--- src/rtl/fifo_burst_drain_arbiter_pkg.sv ---
// Shared types and helpers for the round-robin FIFO burst drain arbiter.
package fifo_arb_pkg;

  typedef enum logic [1:0] {
    IDLE,
    GRANT,
    XFER
  } state_e;

  // A burst length field of zero encodes the largest burst, 2**bits words.
  function automatic int unsigned burst_words(input int unsigned len, input int unsigned bits);
    return (len == 0) ? (32'd1 << bits) : len;
  endfunction

endpackage

--- src/rtl/fifo_burst_drain_arbiter_rr_pick.sv ---
// Rotating-priority encoder: first asserted request at or after ptr_i, wrapping at NCH-1.
module fifo_rr_pick #(
  parameter int NCH      = 4,
  parameter int CHN_BITS = 2
) (
  input  logic [NCH-1:0]      req_i,
  input  logic [CHN_BITS-1:0] ptr_i,
  output logic                valid_o,
  output logic [CHN_BITS-1:0] idx_o
);

  localparam int SW = CHN_BITS + 1;

  logic [2*NCH-1:0]    dbl_w;
  logic [2*NCH-1:0]    shr_w;
  logic [CHN_BITS-1:0] off_w;
  logic [SW-1:0]       sum_w;

  // Shifting a doubled copy rotates the requests so bit 0 is the pointer's channel.
  assign dbl_w = {req_i, req_i};
  assign shr_w = dbl_w >> ptr_i;

  always_comb begin
    off_w = '0;
    for (int k = NCH - 1; k >= 0; k--) begin
      if (shr_w[k]) begin
        off_w = CHN_BITS'(k);
      end
    end
  end

  assign sum_w   = {1'b0, ptr_i} + {1'b0, off_w};
  assign idx_o   = (sum_w >= SW'(NCH)) ? CHN_BITS'(sum_w - SW'(NCH)) : CHN_BITS'(sum_w);
  assign valid_o = |req_i;

endmodule

--- src/rtl/fifo_burst_drain_arbiter.sv ---
// Round-robin read scheduler draining bursts from NCH same-clock FIFOs into one tagged stream.
module fifo_burst_drain_arbiter
  import fifo_arb_pkg::*;
#(
  parameter int NCH        = 4,
  parameter int CHN_BITS   = 2,
  parameter int WIDTH      = 9,
  parameter int BURST_BITS = 4
) (
  input  logic                       clk,
  input  logic                       rst,
  input  logic                       en_i,
  input  logic                       flush_i,
  input  logic [BURST_BITS-1:0]      burst_len_i,
  input  logic [NCH*(WIDTH+1)-1:0]   fill_in_i,
  input  logic [NCH-1:0]             nempty_i,
  input  logic                       dst_ready_i,
  output logic [NCH-1:0]             rd_o,
  output logic                       out_we_o,
  output logic [CHN_BITS-1:0]        out_chn_o,
  output logic                       out_first_o,
  output logic                       out_last_o,
  output logic                       busy_o
);

  localparam int FW = WIDTH + 1;
  localparam int LW = BURST_BITS + 1;

  state_e              state_q;
  logic [CHN_BITS-1:0] chn_q;
  logic [CHN_BITS-1:0] rr_q;
  logic [CHN_BITS-1:0] rr_d;
  logic [LW-1:0]       len_q;
  logic [LW-1:0]       len_d;
  logic [LW-1:0]       cnt_q;
  logic                busy_q;

  logic [LW-1:0]       l_words;
  logic [FW-1:0]       l_ext;
  logic [FW-1:0]       fill_w [NCH];
  logic [NCH-1:0]      elig;
  logic                pick_valid;
  logic [CHN_BITS-1:0] pick_idx;
  logic [FW-1:0]       fill_sel;
  logic                xfer_rd;
  logic                last_w;

  assign l_words = LW'(burst_words(32'(burst_len_i), BURST_BITS));
  assign l_ext   = FW'(l_words);

  for (genvar gi = 0; gi < NCH; gi++) begin : g_elig
    assign fill_w[gi] = fill_in_i[gi*FW +: FW];
    assign elig[gi]   = (fill_w[gi] >= l_ext) |
                        (flush_i & (nempty_i[gi] | (fill_w[gi] != '0)));
  end

  fifo_rr_pick #(
    .NCH      (NCH),
    .CHN_BITS (CHN_BITS)
  ) u_pick (
    .req_i   (elig),
    .ptr_i   (rr_q),
    .valid_o (pick_valid),
    .idx_o   (pick_idx)
  );

  // Fill only grows while we hold the grant, so any length up to fill is safe to commit to.
  assign fill_sel = fill_w[chn_q];
  always_comb begin
    if (fill_sel == '0) begin
      len_d = LW'(1);
    end else if (fill_sel < l_ext) begin
      len_d = LW'(fill_sel);
    end else begin
      len_d = l_words;
    end
  end

  assign rr_d = (chn_q == CHN_BITS'(NCH - 1)) ? '0 : chn_q + CHN_BITS'(1);

  assign xfer_rd = (state_q == XFER) & dst_ready_i & nempty_i[chn_q];
  assign last_w  = (cnt_q == len_q - LW'(1));

  always_comb begin
    rd_o        = '0;
    rd_o[chn_q] = xfer_rd;
  end

  assign out_we_o    = xfer_rd;
  assign out_first_o = xfer_rd & (cnt_q == '0);
  assign out_last_o  = xfer_rd & last_w;
  assign out_chn_o   = chn_q;
  assign busy_o      = busy_q;

  always_ff @(posedge clk) begin
    if (rst) begin
      state_q <= IDLE;
      chn_q   <= '0;
      rr_q    <= '0;
      len_q   <= '0;
      cnt_q   <= '0;
      busy_q  <= 1'b0;
    end else begin
      case (state_q)
        IDLE: begin
          if (en_i && pick_valid) begin
            chn_q   <= pick_idx;
            busy_q  <= 1'b1;
            state_q <= GRANT;
          end
        end
        GRANT: begin
          len_q   <= len_d;
          cnt_q   <= '0;
          rr_q    <= rr_d;
          state_q <= XFER;
        end
        XFER: begin
          if (xfer_rd) begin
            if (last_w) begin
              cnt_q   <= '0;
              busy_q  <= 1'b0;
              state_q <= IDLE;
            end else begin
              cnt_q <= cnt_q + LW'(1);
            end
          end
        end
        default: begin
          busy_q  <= 1'b0;
          state_q <= IDLE;
        end
      endcase
    end
  end

endmodule

--- config.mk ---
export PLATFORM = sky130hd
export DESIGN_NAME = fifo_burst_drain_arbiter
export DESIGN_NICKNAME = d
export VERILOG_FILES = /design/src/rtl/fifo_burst_drain_arbiter_pkg.sv /design/src/rtl/fifo_burst_drain_arbiter_rr_pick.sv /design/src/rtl/fifo_burst_drain_arbiter.sv
export SDC_FILE = /design/constraint.sdc
export NUM_CORES = 1
export LEC_CHECK = 0
export ABC_AREA = 1
export CORE_ASPECT_RATIO = 1.1
export CORE_UTILIZATION = 44
export CTS_CLUSTER_SIZE = 12
export DETAILED_ROUTE_END_ITERATION = 10
export GPL_TIMING_DRIVEN = 0
export PLACE_DENSITY_LB_ADDON = 0.2
export SLEW_MARGIN = 5
export SYNTH_ARGS = -nofsm -noshare
export SYNTH_HDL_FRONTEND = slang
export SYNTH_SLANG_ARGS = --single-unit
--- constraint.sdc ---
create_clock -name clk -period 2.41 [get_ports clk]
set_input_delay 0.482 -clock clk [delete_from_list [all_inputs] [get_ports clk]]
set_output_delay 0.482 -clock clk [all_outputs]
set_load 0.05 [all_outputs]
==> impl_metrics.yaml, run 1 <==
clocking:
  cts_buffers: 3
  clk_pin_slew_ns: 0.07
  h-tree-depth: 1
  cts.sinks: 17
  clock_latency_ns: 0.25
  hold_buffers: 0
  cts.path.max_buffers: 2
  root_buffer: "clkbuf_8"
  tritoncts: "done"
synthesis:
  synth_xor_area_share_pct: 3.496
  async_reset_ff_share_pct: 0
  netlist_area_um2: 2255
  synthMuxAreaShare_pct: 0
  synthCells: 376
  synth_area_per_cell_um2: 5.996
  ys_types: 35
  synthTopCellsByArea: "ha_1 18%, nand2_1 16%, dfxtp_1 15%"
  synth_top_family_by_area: "simple AND/OR/NAND/NOR gates"
  synth-seq-area-share_pct: 15.09
  yosys_warnings: 0
  synth-main-ff-cell: "dfxtp_1"
  synth_top_area_cell: "ha_1"
  ys_seq_elements: 17
  synth_adder_area_share_pct: 17.76
  synth_nets: 461
  synthSimpleGateAreaFrac_pct: 38.01
  synth_top_area_share_pct: 17.76
  synth_edf_count: 0
  synth_compound_area_share_pct: 12.32
worst_setup_path:
  max_stage_delay_ns: 0.30
  crit_required_ns: 2.57
  cp-start-kind: "primary input"
  critical_path.cell_chain: "buf_6 > clkinvlp_4 > buf_4 > ha_1 > a21oi_1 > nand2_2 > nand2_2 > nand3_2 > buf_4 > nand3_1 > nand2_1 > nor2_1 > ha_2 > xor2_2 > inv_1 > nand3_1 > nand3_1 > nand2_1 > inv_1"
  r2r_start: "out_chn_o[0]"
  crit_fanout: 6
  critPathSlowestCell: "ha_1"
  end_kind: "flip-flop"
  cpMostUsedCell: "nand3_1"
  worst_r2r_endpoint: "len_q[1]"
  r2r_cells: 13
  critPathKind: "primary input to flip-flop"
  rrSetupSlack_ns: -0.02
  arrival_ns: 2.62
timing:
  setup_viol: 3
  finalClockSkew_ns: 0.001397
  setup_tns_ns: -0.07980
  finalHoldViolCount: 0
  fin_crit_ns: 2.465
  period_share_pct: 102.3
  drv_slew: 0
  worstMarginPinSlew_ns: 0.5267
  rsz0062_at_grt: "yes"
  timing.final.ws_setup_ns: -0.05487
  max-slew-margin-rel_pct: 64.78
  whs_ns: 0.4769
  fmax_mhz: 405.7
min_path:
  worstHoldPathCells: 2
  hold_path.class: "flip-flop to flip-flop"
  holdPathEnd: "busy_o"
  hold_start: "busy_o"
final_layout:
  area_growth_pct: 47.23
  n_antenna_cell: 0
  fin_util_pct: 69.41
  drive_gt1_share_pct: 20.82
  final_cell_area_um2: 3319
  nets: 552
detailed_routing:
  drt-total-wl_um: 6752
  drc: 0
  drtIter0Drc: 130
  wl_per_cell_um: 12.93
  vias: 2707
  antenna_left: 0
  viasPerCell: 5.186
  firstDrtPassIters: 4
grt:
  grt_usage_pct: 24.56
  grt_max_degree: 12
  antenna_found_initial: 0
  grt_pass1_wl_um: 10970
  first_global_vias: 2425
  gr-total-overflow: 0
floorplanning:
  io_pins: 63
  die_w_um: 70.25
  start_util_pct: 47.15
  rows: 26
  core_region_area_um2: 4782
  chipHeight_um: 77.08
  dieArea_um2: 5415
power_and_ir_drop:
  total_power_mw: 1.119
  p_leak_nw: 1.655
  powerDensity_nw_per_um2: 337.1
  ir_drop_mv: 0.1677
job:
  max_cap_violations: 0
outcome:
  status: "finished, violations left"
  failed_checks: "negative setup slack"
placement:
  hpwl_um: 5113
  io_buffers: 62
  routabilityCongestion: 0.8525
  place_area_um2: 2970
[layout by cell type, fill, tap and decap left out, types with 7 or more instances in the layout]
master	instances
nand2_1	87
inv_1	58
nor2_1	44
clkdlybuf4s50_1	32
ha_1	27
nand3_1	24
buf_4	22
a21oi_1	17
dlygate4sd2_1	16
dfxtp_1	15
nand2_2	12
o211ai_1	8
nand3_2	7
o21ai_0	7
[worst max-delay path, delay by kind of cell]
kind / cells / cell delay, ns
fa+ha+maj: 2 / 0.50
compound gates: 1 / 0.18
simple gates: 9 / 0.69
buf+inv: 6 / 0.60
xor+xnor: 1 / 0.15
[metrics by stage]
| step | setup WS, ns | std cells |
|---|---|---|
| 2_1_floorplan | -0.05042 | 376 |
| 3_3_place_gp | -0.9131 | 494 |
| 3_5_place_dp | -0.9473 | 494 |
| 4_1_cts | -0.06236 | 512 |
| 5_1_grt | -0.2735 | 522 |
| 6_report | -0.05487 | 522 |
[cells by family (layout without fill, tap and decap cells)]
kind of cell / count (synthesis) / in the layout
compound gates: 47 / 47
xor+xnor: 9 / 9
fa+ha+maj: 32 / 32
buf+inv: 72 / 161
flops: 17 / 17
simple gates: 199 / 200
[worst max-delay path by stage]
stage / from / endpoint / slack [ns] / cells past startpoint
2_1_floorplan: burst_len_i[3] / out_chn_o[1] / -0.05 / 20
3_3_place_gp: burst_len_i[3] / out_chn_o[1] / -0.91 / 19
3_5_place_dp: burst_len_i[1] / out_chn_o[1] / -0.95 / 19
4_1_cts: burst_len_i[3] / out_chn_o[1] / -0.06 / 21
5_1_grt: burst_len_i[1] / out_chn_o[1] / -0.27 / 20
6_report: burst_len_i[3] / out_chn_o[1] / -0.05 / 19
[where the power goes]
group	switching, mW	internal, mW	leakage, nW
Combinational	0.318	0.251	1.49
Clock	0.106	0.115	0.0255
Sequential	0.0273	0.301	0.140
[metal layers]
layer	up-vias	wire length (um)	GRT usage [%]
met5	-	0	0
met4	0	183	7.600
met3	18	295	2.102
met2	87	3344	44.38
met1	1220	2929	30.29
li1	1382	-	-
[cell usage after synthesis, types with 2 or more instances]
master,instances
xnor2_1,3
or2_1,2
nand4_1,4
o211ai_1,8
nor2_2,3
nor2_1,48
dfxtp_1,17
o21ai_1,3
and2_1,5
nand2_1,97
inv_1,63
nand3_1,30
buf_6,3
xor2_1,6
a21oi_1,21
a32o_1,2
o21ai_0,8
inv_2,2
ha_1,32
nor3_1,4
[what timing repair did]
item,CTS,global route
cloned,0,1
pin swaps,14,16
resized for setup,96,32
setup buffers,14,9
endpoints found under the setup margin,17,12
[registers in the layout, summed over array words and instances (netlist names)]
name       cells
cnt_q          5
len_q          5
out_chn_o      2
rr_q           2
state_q        2
busy_o         1
[layout make-up]
| cell class | instances | area (um^2) |
|---|---|---|
| clock buffer | 3 | 41.29 |
| buffer | 5 | 58.81 |
| inverter | 67 | 266.5 |
| fill | 411 | 1463 |
| tap | 56 | 70.07 |
| clock inverter | 1 | 5.005 |
| multi-input combinational | 288 | 1773 |
| timing repair buffer | 85 | 759.5 |
| sequential | 17 | 345.3 |
Power figures use the tool's default switching activity.
==> run 2: changes to the inputs <==
CORE_UTILIZATION = 45   (was 44)
CTS_BUF_LIST = sky130_fd_sc_hd__clkbuf_8   (was default)
CTS_CLUSTER_DIAMETER = 50   (was default)
==> impl_metrics.yaml, run 2 (same netlist as run 1, synthesis figures left out) <==
outcome:
  status: "finished, violations left"
  failed_checks: "negative setup slack"
detailed_routing:
  dr_wl_met3_um: 339
  met1Wirelength_um: 2848
  firstDrtPassIters: 4
  drt-total-wl_um: 6722
  drc: 0
  route.top_layer_used: "met4"
  wl_met2_um: 3396
  viasPerCell: 5.233
  antenna_left: 0
  drtIter0Drc: 168
  vias: 2721
  wl_per_cell_um: 12.93
timing:
  finalClockSkew_ns: 0.005789
  setup_viol: 1
  fin_crit_ns: 2.538
  rsz0062_at_grt: "yes"
  worstMarginPinSlew_ns: 0.5050
  finalHoldViolCount: 0
  whs_ns: 0.4720
  timing.final.ws_setup_ns: -0.1281
  period_share_pct: 105.3
  max-slew-margin-rel_pct: 66.23
  drv_slew: 0
  fmax_mhz: 394.0
worst_setup_path:
  critPathKind: "primary input to flip-flop"
  crit_fanout: 6
  setup.worst_path.start: "burst_len_i[3]"
  arrival_ns: 2.69
  r2r_cells: 13
  cp-start-kind: "primary input"
  worst_r2r_endpoint: "len_q[1]"
  crit_required_ns: 2.56
  critPathCapture: "out_chn_o[1]"
  r2r_start: "out_chn_o[0]"
  end_kind: "flip-flop"
  rrSetupSlack_ns: 0.08
placement:
  routabilityCongestion: 0.8907
  post-place-ws_ns: -0.9427
  hpwl_um: 4973
  post-place-cells: 494
  io_buffers: 62
floorplanning:
  start_util_pct: 47.80
  io_pins: 63
  die_w_um: 69.49
  rows: 26
  chipHeight_um: 76.24
  core_region_area_um2: 4717
  dieArea_um2: 5298
final_layout:
  layout_common_cells: "92 x nand2_1, 57 x inv_1, 44 x nor2_1, 32 x clkdlybuf4s50_1, 28 x ha_1"
  reg_top3: "cnt_q: 5 flops, len_q: 5 flops"
  area_growth_pct: 47.84
  multi_input_area_um2: 1779
  drive_gt1_share_pct: 20.26
  layoutNonFillerInstCount: 520
  n_antenna_cell: 0
  final_common_cell: "nand2_1"
  nets: 550
  seqCellArea_um2: 345.3
  nFillCells: 409
clocking:
  cts_buffers: 3
  h-tree-depth: 1
  clock_latency_ns: 0.25
  root_buffer: "clkbuf_8"
  hold_buffers: 0
  cts.sinks: 17
  clk_pin_slew_ns: 0.06
  tritoncts: "done"
  cts.path.max_buffers: 2
grt:
  grt_pass1_wl_um: 10540
  grt_usage_pct: 23.93
  gr-total-overflow: 0
  antenna_found_initial: 0
  grt_max_degree: 12
  first_global_vias: 2521
power_and_ir_drop:
  total_power_mw: 1.129
  p_int_uw: 679.7
  sequentialPowerShare_pct: 29.1
  powerDensity_nw_per_um2: 338.8
  ir_drop_mv: 0.1798
  p_leak_nw: 1.670
  power_switching_share_pct: 39.81
  p_sw_uw: 449.7
  clockPowerShare_pct: 18.7
  combPwrFrac_pct: 52.2
min_path:
  hold_path.class: "flip-flop to flip-flop"
  worstHoldPathCells: 2
job:
  max_cap_violations: 0
## run 2: what timing repair did
item                                    in CTS  in global routing
endpoints found under the setup margin      17                 14
pin swaps                                   10                 25
buffers inserted                            10                 10
gates cloned                                 0                  2
resized for setup                           77                 53
## run 2: area by class of cell
type / instances / area share (%)
buffer: 5 / 1.764
clock buffer: 3 / 1.239
clock inverter: 1 / 0.1502
inverter: 67 / 7.995
multi-input combinational: 289 / 53.38
sequential: 17 / 10.36
tap: 56 / 2.102
timing repair buffer: 82 / 23.01
## run 2: worst max-delay path: stages
cell,delay (ns)
buf_8,0.10
clkinvlp_4,0.13
nand4_1,0.14
buf_6,0.17
ha_1,0.18
nor2_1,0.10
nand2_1,0.08
a21oi_2,0.18
nand3_2,0.11
nand2_1,0.07
nand2_1,0.05
nand2_1,0.07
a31oi_1,0.07
nor2_1,0.10
ha_2,0.19
xor2_2,0.16
inv_1,0.05
nand3_1,0.07
nand3_1,0.07
nand2_1,0.05
inv_1,0.04
## run 2: worst min path at each step
stage / slack, ns / end / from
2_1_floorplan: 0.44 / len_q[4] / len_q[4]
3_3_place_gp: 0.46 / busy_o / busy_o
6_report: 0.47 / busy_o / busy_o
3_5_place_dp: 0.46 / len_q[4] / len_q[4]
5_1_grt: 0.51 / busy_o / busy_o
4_1_cts: 0.47 / len_q[4] / len_q[4]
## run 2: per-stage QoR
stage	TNS (ns)	cell area, um^2	util, %
4_1_cts	-0.5659	3087	65.44
5_1_grt	-0.6319	3333	70.66
3_5_place_dp	-7.558	2970	62.97
3_3_place_gp	-7.167	2970	62.97
2_1_floorplan	-0.1757	2280	-
6_report	-0.1281	3333	70.66
## run 2: power groups by stage
stage	Combinational (mW)	Clock, mW	Sequential (mW)
after floorplan	0.308	0	0.344
after global placement	0.503	0	0.332
after detailed placement	0.512	0	0.333
after CTS	0.522	0.216	0.327
after global routing	0.657	0.230	0.331
final	0.590	0.212	0.328
## run 2: per-layer routing
layer	vias to the layer above	global-route usage, %
met5	-	0
met4	0	4.694
met3	14	2.910
met2	78	43.69
met1	1240	29.85
li1	1389	-
==> run 3: changes to the inputs <==
==> constraint.sdc (replaced) <==
create_clock -name clk -period 2.41 [get_ports clk]
set_input_delay 0.3615 -clock clk [delete_from_list [all_inputs] [get_ports clk]]
set_output_delay 0.3615 -clock clk [all_outputs]
set_load 0.05 [all_outputs]
==> impl_metrics.yaml, run 3 (same netlist as run 1, synthesis figures left out) <==
power_and_ir_drop:
  powerDensity_nw_per_um2: 337.2
  sequentialPowerShare_pct: 29.2
  total_power_mw: 1.129
  ir_drop_mv: 0.2183
  p_leak_nw: 1.727
  power_switching_share_pct: 40.47
  clockPowerShare_pct: 19.2
  p_sw_uw: 457.0
  p_int_uw: 672.3
  combPwrFrac_pct: 51.6
grt:
  grt_usage_pct: 23.55
  gr-total-overflow: 0
  antenna_found_initial: 0
  grt_pass1_wl_um: 10410
  first_global_vias: 2541
  grt_max_degree: 12
timing:
  whs_ns: 0.4220
  setup_tns_ns: 0
  finalClockSkew_ns: 0.006698
  fmax_mhz: 416.9
  fin_crit_ns: 2.398
  rsz0062_at_grt: "yes"
  worstMarginPinSlew_ns: 0.5044
  timing.final.ws_setup_ns: 0.01151
  finalHoldViolCount: 0
  max-slew-margin-rel_pct: 66.27
  setup_viol: 0
  drv_slew: 0
  period_share_pct: 99.52
final_layout:
  fin_util_pct: 71.01
  drive_gt1_share_pct: 22.54
  nFillCells: 401
  multi_input_area_um2: 1873
  reg_top3: "cnt_q: 5 flops, len_q: 5 flops"
  final_common_cell: "nand2_1"
  layout_common_cells: "85 x nand2_1, 57 x inv_1, 45 x nor2_1, 31 x clkdlybuf4s50_1, 24 x ha_1"
  nets: 543
  n_antenna_cell: 0
  final_cell_area_um2: 3349
  area_growth_pct: 48.56
  seqCellArea_um2: 345.3
  layoutNonFillerInstCount: 513
floorplanning:
  dieArea_um2: 5298
  core_region_area_um2: 4717
  die_w_um: 69.49
  chipHeight_um: 76.24
  rows: 26
  io_pins: 63
  start_util_pct: 47.80
placement:
  routabilityCongestion: 0.8642
  io_buffers: 62
  hpwl_um: 5004
  post-place-ws_ns: -0.8995
  post-place-cells: 494
  place_area_um2: 2959
detailed_routing:
  drt-total-wl_um: 6743
  vias: 2702
  firstDrtPassIters: 5
  viasPerCell: 5.267
  drc: 0
  drtIter0Drc: 132
  wl_per_cell_um: 13.14
  antenna_left: 0
job:
  max_cap_violations: 0
min_path:
  hold_path.class: "primary input to flip-flop"
clocking:
  cts.sinks: 17
  cts_buffers: 3
  tritoncts: "done"
  root_buffer: "clkbuf_8"
  hold_buffers: 0
  clk_pin_slew_ns: 0.07
  cts.path.max_buffers: 2
  h-tree-depth: 1
  clock_latency_ns: 0.25
worst_setup_path:
  rrSetupSlack_ns: 0.08
  crit_required_ns: 2.56
  critPathKind: "primary input to flip-flop"
  cp-start-kind: "primary input"
  crit_fanout: 4
  end_kind: "flip-flop"
  arrival_ns: 2.55
outcome:
  status: "completed"
-- run 3: cell type report --
class | count | share of cell area (%)
Multi-Input combinational cell | 288 | 55.92
Timing Repair Buffer | 76 | 20.81
Sequential cell | 17 | 10.31
Inverter | 67 | 7.695
Tap cell | 56 | 2.092
Buffer | 5 | 1.793
Clock buffer | 3 | 1.233
Clock inverter | 1 | 0.1494
-- run 3: critical path, stage by stage --
cell and delay (ns):
buf_6 0.09, inv_2 0.06, buf_4 0.19, ha_4 0.22
a21oi_1 0.17, nand2_2 0.10, nand2_2 0.09, nand3_2 0.09
nand2_1 0.10, nand2_1 0.07, nand2_2 0.13, a31oi_4 0.10
nor2_2 0.10, ha_2 0.20, xor2_2 0.17, inv_1 0.07
nand3_2 0.07, nand3_2 0.05, nand2_1 0.06, inv_1 0.04
-- run 3: per-layer routing --
metal  part of all wire [%]  track usage, %
met1                     43           27.06
met2                     50           44.08
met3                    5.6           3.704
met4                    1.5           6.939
met5                      0               0
-- run 3: path summary, 6_finish.rpt --
path | startpoint | to | cells after the start
setup / recovery | burst_len_i[3] | out_chn_o[1] | 20
hold / removal | burst_len_i[0] | len_q[0] | 5
setup reg to reg | out_chn_o[0] | len_q[1] | 12
hold reg to reg | len_q[4] | len_q[4] | 2
-- run 3: repair_timing --
item                       4_1_cts  5_1_grt
setup endpoints to repair       12       14
gates cloned                     0        1
gates resized for setup         48       81
pin swaps                       12       24
buffers inserted                11        5
-- run 3: power groups by stage --
stage                     sequential, mW  combinational (mW)  clock (mW)
after floorplan                    0.345               0.307           0
after global placement             0.332               0.501           0
after detailed placement           0.333               0.511           0
after CTS                          0.327               0.530       0.218
after global routing               0.332               0.645       0.233
final                              0.329               0.583       0.217
